### config.mk
export PLATFORM = sky130hd
export DESIGN_NAME = botao_seletor_flat
export DESIGN_NICKNAME = d
export VERILOG_FILES = /design/src/rtl/botao_seletor_if.sv /design/src/rtl/botao_seletor.sv /design/src/flat_wrapper.sv
export SDC_FILE = /design/constraint.sdc
export NUM_CORES = 1
export LEC_CHECK = 0
export CORE_ASPECT_RATIO = 1.25
export CORE_UTILIZATION = 40
export DETAILED_ROUTE_END_ITERATION = 6
export PLACE_DENSITY_LB_ADDON = 0.1
export SYNTH_ARGS = -nofsm -noshare
export SYNTH_HDL_FRONTEND = slang
export SYNTH_SLANG_ARGS = --single-unit
### constraint.sdc
create_clock -name clk -period 2.19 [get_ports clk]
set_input_delay 0.657 -clock clk [delete_from_list [all_inputs] [get_ports clk]]
set_output_delay 0.657 -clock clk [all_outputs]
set_load 0.1 [all_outputs]
### src/rtl/botao_seletor_if.sv
// Button/page-select bundle between the raw button, the conditioner and the display.
interface botao_seletor_if;
    logic botao_in;   // raw mechanical button, 1 = pressed, asynchronous
    logic botao;      // page select: 0 = page 0, 1 = page 1
    logic pulso;      // one-cycle strobe per debounced press
    logic estavel;    // debounced button level

    // Driver side: the button source, which also observes the conditioned outputs
    modport master (
        output botao_in,
        input  botao,
        input  pulso,
        input  estavel
    );

    // Conditioner side
    modport slave (
        input  botao_in,
        output botao,
        output pulso,
        output estavel
    );
endinterface

### src/rtl/botao_seletor.sv
// Button conditioner: two-flop synchronizer, counter debounce, press strobe and a
// two-page toggle FSM with an optional inactivity timeout back to page 0.
module botao_seletor #(
    parameter int DEBOUNCE_CYCLES = 500000,
    parameter int TIMEOUT_CYCLES  = 250000000
) (
    input  logic           clk,
    input  logic           reset_n,
    botao_seletor_if.slave bus
);

    // Counter widths only need to reach the terminal value N-1.
    localparam int DW = (DEBOUNCE_CYCLES > 1) ? $clog2(DEBOUNCE_CYCLES) : 1;
    localparam int TW = (TIMEOUT_CYCLES > 1) ? $clog2(TIMEOUT_CYCLES) : 1;
    localparam logic [DW-1:0] DEB_LAST = DW'(DEBOUNCE_CYCLES - 1);
    localparam logic [TW-1:0] TMO_LAST = (TIMEOUT_CYCLES > 0) ? TW'(TIMEOUT_CYCLES - 1) : '0;
    localparam bit            TMO_EN   = (TIMEOUT_CYCLES != 0);

    typedef enum logic {
        PAGINA0 = 1'b0,
        PAGINA1 = 1'b1
    } state_t;

    logic          sync1_q;
    logic          sync_q;
    logic          estavel_q, estavel_d;
    logic [DW-1:0] deb_cnt_q, deb_cnt_d;
    logic          pulso_q,   pulso_d;
    logic          press;
    state_t        state_q,   state_d;
    logic [TW-1:0] timer_q,   timer_d;

    // Two-flop synchronizer for the asynchronous button input
    always_ff @(posedge clk or negedge reset_n) begin
        if (!reset_n) begin
            sync1_q <= 1'b0;
            sync_q  <= 1'b0;
        end else begin
            sync1_q <= bus.botao_in;
            sync_q  <= sync1_q;
        end
    end

    // Debounce: the level follows sync only after an unbroken run of disagreement
    always_comb begin
        estavel_d = estavel_q;
        deb_cnt_d = '0;
        press     = 1'b0;
        if (sync_q != estavel_q) begin
            if (deb_cnt_q == DEB_LAST) begin
                estavel_d = sync_q;
                // Only the 0->1 transition is a press; releases are silent.
                press     = sync_q;
            end else begin
                deb_cnt_d = deb_cnt_q + DW'(1);
            end
        end
        pulso_d = press;
    end

    // Debounce registers and the press strobe
    always_ff @(posedge clk or negedge reset_n) begin
        if (!reset_n) begin
            estavel_q <= 1'b0;
            deb_cnt_q <= '0;
            pulso_q   <= 1'b0;
        end else begin
            estavel_q <= estavel_d;
            deb_cnt_q <= deb_cnt_d;
            pulso_q   <= pulso_d;
        end
    end

    // FSM state register together with its inactivity timer
    always_ff @(posedge clk or negedge reset_n) begin
        if (!reset_n) begin
            state_q <= PAGINA0;
            timer_q <= '0;
        end else begin
            state_q <= state_d;
            timer_q <= timer_d;
        end
    end

    // FSM next state: a press toggles the page; page 1 also expires after the timeout.
    // A press landing on the expiry edge is absorbed, so the result is page 0 either way.
    always_comb begin
        state_d = state_q;
        timer_d = '0;
        case (state_q)
            PAGINA0: begin
                if (press) begin
                    state_d = PAGINA1;
                end
            end
            PAGINA1: begin
                if (press) begin
                    state_d = PAGINA0;
                end else if (TMO_EN) begin
                    if (timer_q == TMO_LAST) begin
                        state_d = PAGINA0;
                    end else begin
                        timer_d = timer_q + TW'(1);
                    end
                end
            end
            default: begin
                state_d = PAGINA0;
            end
        endcase
    end

    // FSM outputs: the page bit is the state itself; all outputs come straight from flops
    always_comb begin
        bus.botao   = (state_q == PAGINA1);
        bus.pulso   = pulso_q;
        bus.estavel = estavel_q;
    end

endmodule

### src/flat_wrapper.sv
// flat-port wrapper written by rule: the top's interface ports become plain ports
module botao_seletor_flat 
#(
    parameter int DEBOUNCE_CYCLES = 500000,
    parameter int TIMEOUT_CYCLES  = 250000000
)
  (clk, reset_n, bus_botao_in, bus_botao, bus_pulso, bus_estavel);
  botao_seletor_if bus_i ();
  input  logic clk;
  input  logic reset_n;
  input wire logic [$bits(bus_i.botao_in)-1:0] bus_botao_in;
  output wire logic [$bits(bus_i.botao)-1:0] bus_botao;
  output wire logic [$bits(bus_i.pulso)-1:0] bus_pulso;
  output wire logic [$bits(bus_i.estavel)-1:0] bus_estavel;
  assign bus_i.botao_in = bus_botao_in;
  assign bus_botao = bus_i.botao;
  assign bus_pulso = bus_i.pulso;
  assign bus_estavel = bus_i.estavel;
  botao_seletor #(.DEBOUNCE_CYCLES(DEBOUNCE_CYCLES), .TIMEOUT_CYCLES(TIMEOUT_CYCLES)) u_core (.clk(clk), .reset_n(reset_n), .bus(bus_i));
endmodule
==> out/results.md <==
| Quantity | This run | Unit |
|:---|:---|:---|
| Die Height | 89.9 | microns |
| Minimum clock period after layout | 2.14 | ns |
| Final period utilization | 97.7 | % |
| CTS clk-pin slew, worst paths | 0.10 | ns |
| Gpl congestion | 0.751 | - |
| CTS tree | done | - |
| Headroom to the max-slew limit | 70.1 | % |
| Initial antenna violation count | 0 | - |
| Number of failing hold endpoints at the final stage | 0 | - |
| Antenna-violating nets left | 0 | - |
| Overall global routing resource usage | 16.1 | % |
| Kind of capture point of the worst setup path | register | - |
| R2r worst-path depth | 6 | - |
| Die W | 72.3 | microns |
| CTS sink cnt | 52 | - |
| Layout cell share with drive strength beyond 1 | 14.1 | % |
| Synthesis Warnings | 0 | - |
| Power per cell area | 545 | nW/um^2 |
| Number of max-cap violations | 0 | - |
| # nets final | 273 | - |
| Net count of the mapped netlist | 247 | - |
| Critical path class | register to register | - |
| Count of state elements after synthesis | 52 | - |
| Peak supply drop | 0.000429 | V |
| Crit path DAT | 2.34 | ns |
| Final total negative setup slack | 0 | ns |
| Cts hold-fix bufs | 0 | - |
| PnR worst setup slack | 0.0512 | ns |
| Drt pass-1 iters | 4 | - |
| Placed wire-length estimate after detailed placement | 3140 | microns |
| Pwr Total | 1.58 | mW |
| Total of buffers placed on input and output ports | 5 | - |
| Reg-to-Reg Start | u_core.timer_q[11] | - |
| First-pass GRT wire length | 8170 | microns |
| Setup-violating endpoint count in the final report | 0 | - |
| Seq/Total Area, Yosys | 52.7 | % |
| Final-layout fill cell count | 574 | - |
| Number of diodes | 0 | - |
| Number of global-route vias before repair | 1,742 | - |
| WL final | 4650 | microns |
| Worst min-delay path class | input pin to asynchronous set/reset pin | - |
| Total via count after detailed routing | 1,727 | - |
| End of the worst register-to-register path | u_core.timer_q[8] | - |
| TritonCTS Buffers | 5 | - |
| Mean post-synth cell area | 10.2 | sq um |
| Top-Level Pins | 6 | - |
| Initial Utilization | 41.9 | % |
| Clock Skew | 0.0112 | ns |
| Required time at the endpoint of the critical path | 2.39 | ns |
| Core Util, Final | 49.3 | % |
| H-Tree Level Count | 2 | - |
| Residual overflow from global routing | 0 | - |
| Cell count after synthesis | 242 | - |
| P&R area growth vs syn | 17.6 | % |
| RSZ-0062 raised after global routing | yes | - |
| Source-to-sink clock delay at the later pin of the worst-skew pair | 0.31 | ns |
| Count of routing violations after the opening detailed-route iteration | 91 | - |
| Maximum frequency from static timing analysis | 0.468 | GHz |
| Clock Tree Root | clkbuf_8 | - |
| LEAKAGE | 1.27 | nW |
| Vias per cell | 4.92 | - |
| Pin count of the biggest net entering global routing | 53 | - |
| Drc violations | 0 | - |
| Count of distinct cell types in the synthesized netlist | 27 | - |
| R2R setup slack | 0.05 | ns |
| Post-synthesis instance area | 2470 | sq um |
| Number of max-slew violations in the final report | 0 | - |
| Worst slack at placement | -0.0264 | ns |
| Min Hold Slack | 0.313 | ns |
| Final routed wire length divided by cell count | 13.2 | microns |
| Measured slew at the worst slew-check pin | 0.447 | ns |
| Area inside the core boundary | 5900 | sq um |
| Maximum root-to-sink buffer count | 2 | - |
| Total Die Area | 6500 | sq um |
| Launching element type of the critical path | register | - |
| Crit Path Max Fanout | 8 | - |
| Rows | 31 | - |
| Outcome | finished, final reports clean | - |
[cells in the mapped netlist, drive strengths merged]
| cell | count | area, sq um |
|---|---|---|
| and2 | 1 | 6.26 |
| nand4 | 12 | 75.1 |
| nor3b | 1 | 12.5 |
| mux2 | 1 | 11.3 |
| or4 | 3 | 22.5 |
| and4 | 6 | 52.6 |
| nand2 | 12 | 45.0 |
| xnor2 | 10 | 87.6 |
| buf | 3 | 46.3 |
| nand4b | 3 | 26.3 |
| nor3 | 2 | 10.0 |
| clkbuf | 3 | 11.3 |
| inv | 3 | 11.3 |
| nand2b | 2 | 12.5 |
| xor2 | 34 | 298 |
| nor2 | 54 | 203 |
| o21ai | 1 | 5.00 |
| dfrtp | 52 | 1300 |
| nand3 | 22 | 110 |
| nor4 | 2 | 12.5 |
| o31ai | 1 | 7.51 |
| or2 | 1 | 6.26 |
| and3 | 10 | 62.6 |
| nor4bb | 1 | 10.0 |
| ha | 2 | 25.0 |
[repair_timing]
action,CTS,global route
pin swaps,2,0
resized for setup,2,4
buffers inserted,3,1
setup endpoints to repair,28,28
gates cloned,1,0
[state kept, by name, summed over array words and instances (netlist names)]
register / count
u_core.timer_q: 28
u_core.bus.pulso: 1
u_core.sync_q: 1
u_core.sync1_q: 1
u_core.bus.estavel: 1
u_core.deb_cnt_q: 19
u_core.bus.botao: 1
[layout by cell type, fill, tap and decap left out, drive strengths merged]
master and instances:
nor2 54, dfrtp 52, xor2 34, buf 23
nand3 22, nand4 12, nand2 12, and3 10
xnor2 10, and4 6, clkbuf 6, nand4b 3
inv 3, or4 3, nand2b 2, nor3 2
ha 2, clkinvlp 2, nor4 2, nor4bb 1
o31ai 1, or2 1, nor3b 1, and2 1
o21ai 1, mux2 1, bufbuf 1, clkdlybuf4s50 1
[per-stage QoR]
step                      area (sq um)  std cells
after floorplan                   2470        242
after global placement            2720        338
after detailed placement          2720        338
after CTS                         2880        350
after global routing              2910        351
final                             2910        351
[worst max-delay path by stage]
stage	from	slack [ns]	end
2_1_floorplan	u_core.timer_q[11]	0.03	u_core.timer_q[13]
3_3_place_gp	u_core.timer_q[11]	0.004	u_core.timer_q[20]
3_5_place_dp	u_core.timer_q[11]	-0.03	u_core.timer_q[20]
4_1_cts	u_core.timer_q[11]	0.009	u_core.timer_q[8]
5_1_grt	u_core.timer_q[11]	-0.02	u_core.timer_q[0]
6_report	u_core.timer_q[11]	0.05	u_core.timer_q[8]
[worst max-delay path, cell delays in order (launching register included)]
cell and delay, ns:
dfrtp_1 0.39, or4_4 0.53, or4_4 0.50, nor4_4 0.14
or2_4 0.18, bufbuf_16 0.26, nor2_1 0.04
[cell type report]
cell class	instances	area, sq um	share of cell area [%]
tap	82	103	3.53
multi-input combinational	181	1130	38.8
timing repair buffer	25	267	9.17
inverter	3	11.3	0.388
clock buffer	6	82.6	2.84
clock inverter	2	15.0	0.517
sequential	52	1300	44.8
[layer usage]
| metal | track usage, % | vias up | wire length [microns] |
|---|---|---|---|
| met2 | 27.0 | 14 | 2460 |
| met3 | 3.36 | 6 | 98 |
| met5 | 0 | - | 0 |
| met1 | 20.7 | 837 | 2020 |
| li1 | - | 870 | - |
| met4 | 4.90 | 0 | 68 |
[report_power, final]
part           switching [mW]  internal, mW  total [mW]
Combinational          0.0285        0.0121      0.0406
Clock                   0.317         0.256       0.573
Sequential            0.00571         0.966       0.971
[kinds of logic (layout without fill, tap and decap cells)]
| logic type | Yosys count | after routing | synth area share (%) |
|---|---|---|---|
| AND/OR/NAND/NOR | 132 | 132 | 27.0 |
| flip-flops | 52 | 52 | 52.7 |
| XOR/XNOR | 44 | 44 | 15.6 |
| buffers and inverters | 9 | 36 | 2.78 |
| adder cells (fa/ha/maj) | 2 | 2 | 1.01 |
| AO/OA/AOI/OAI | 2 | 2 | 0.506 |
| multiplexers | 1 | 1 | 0.456 |
Power figures use the tool's default switching activity.
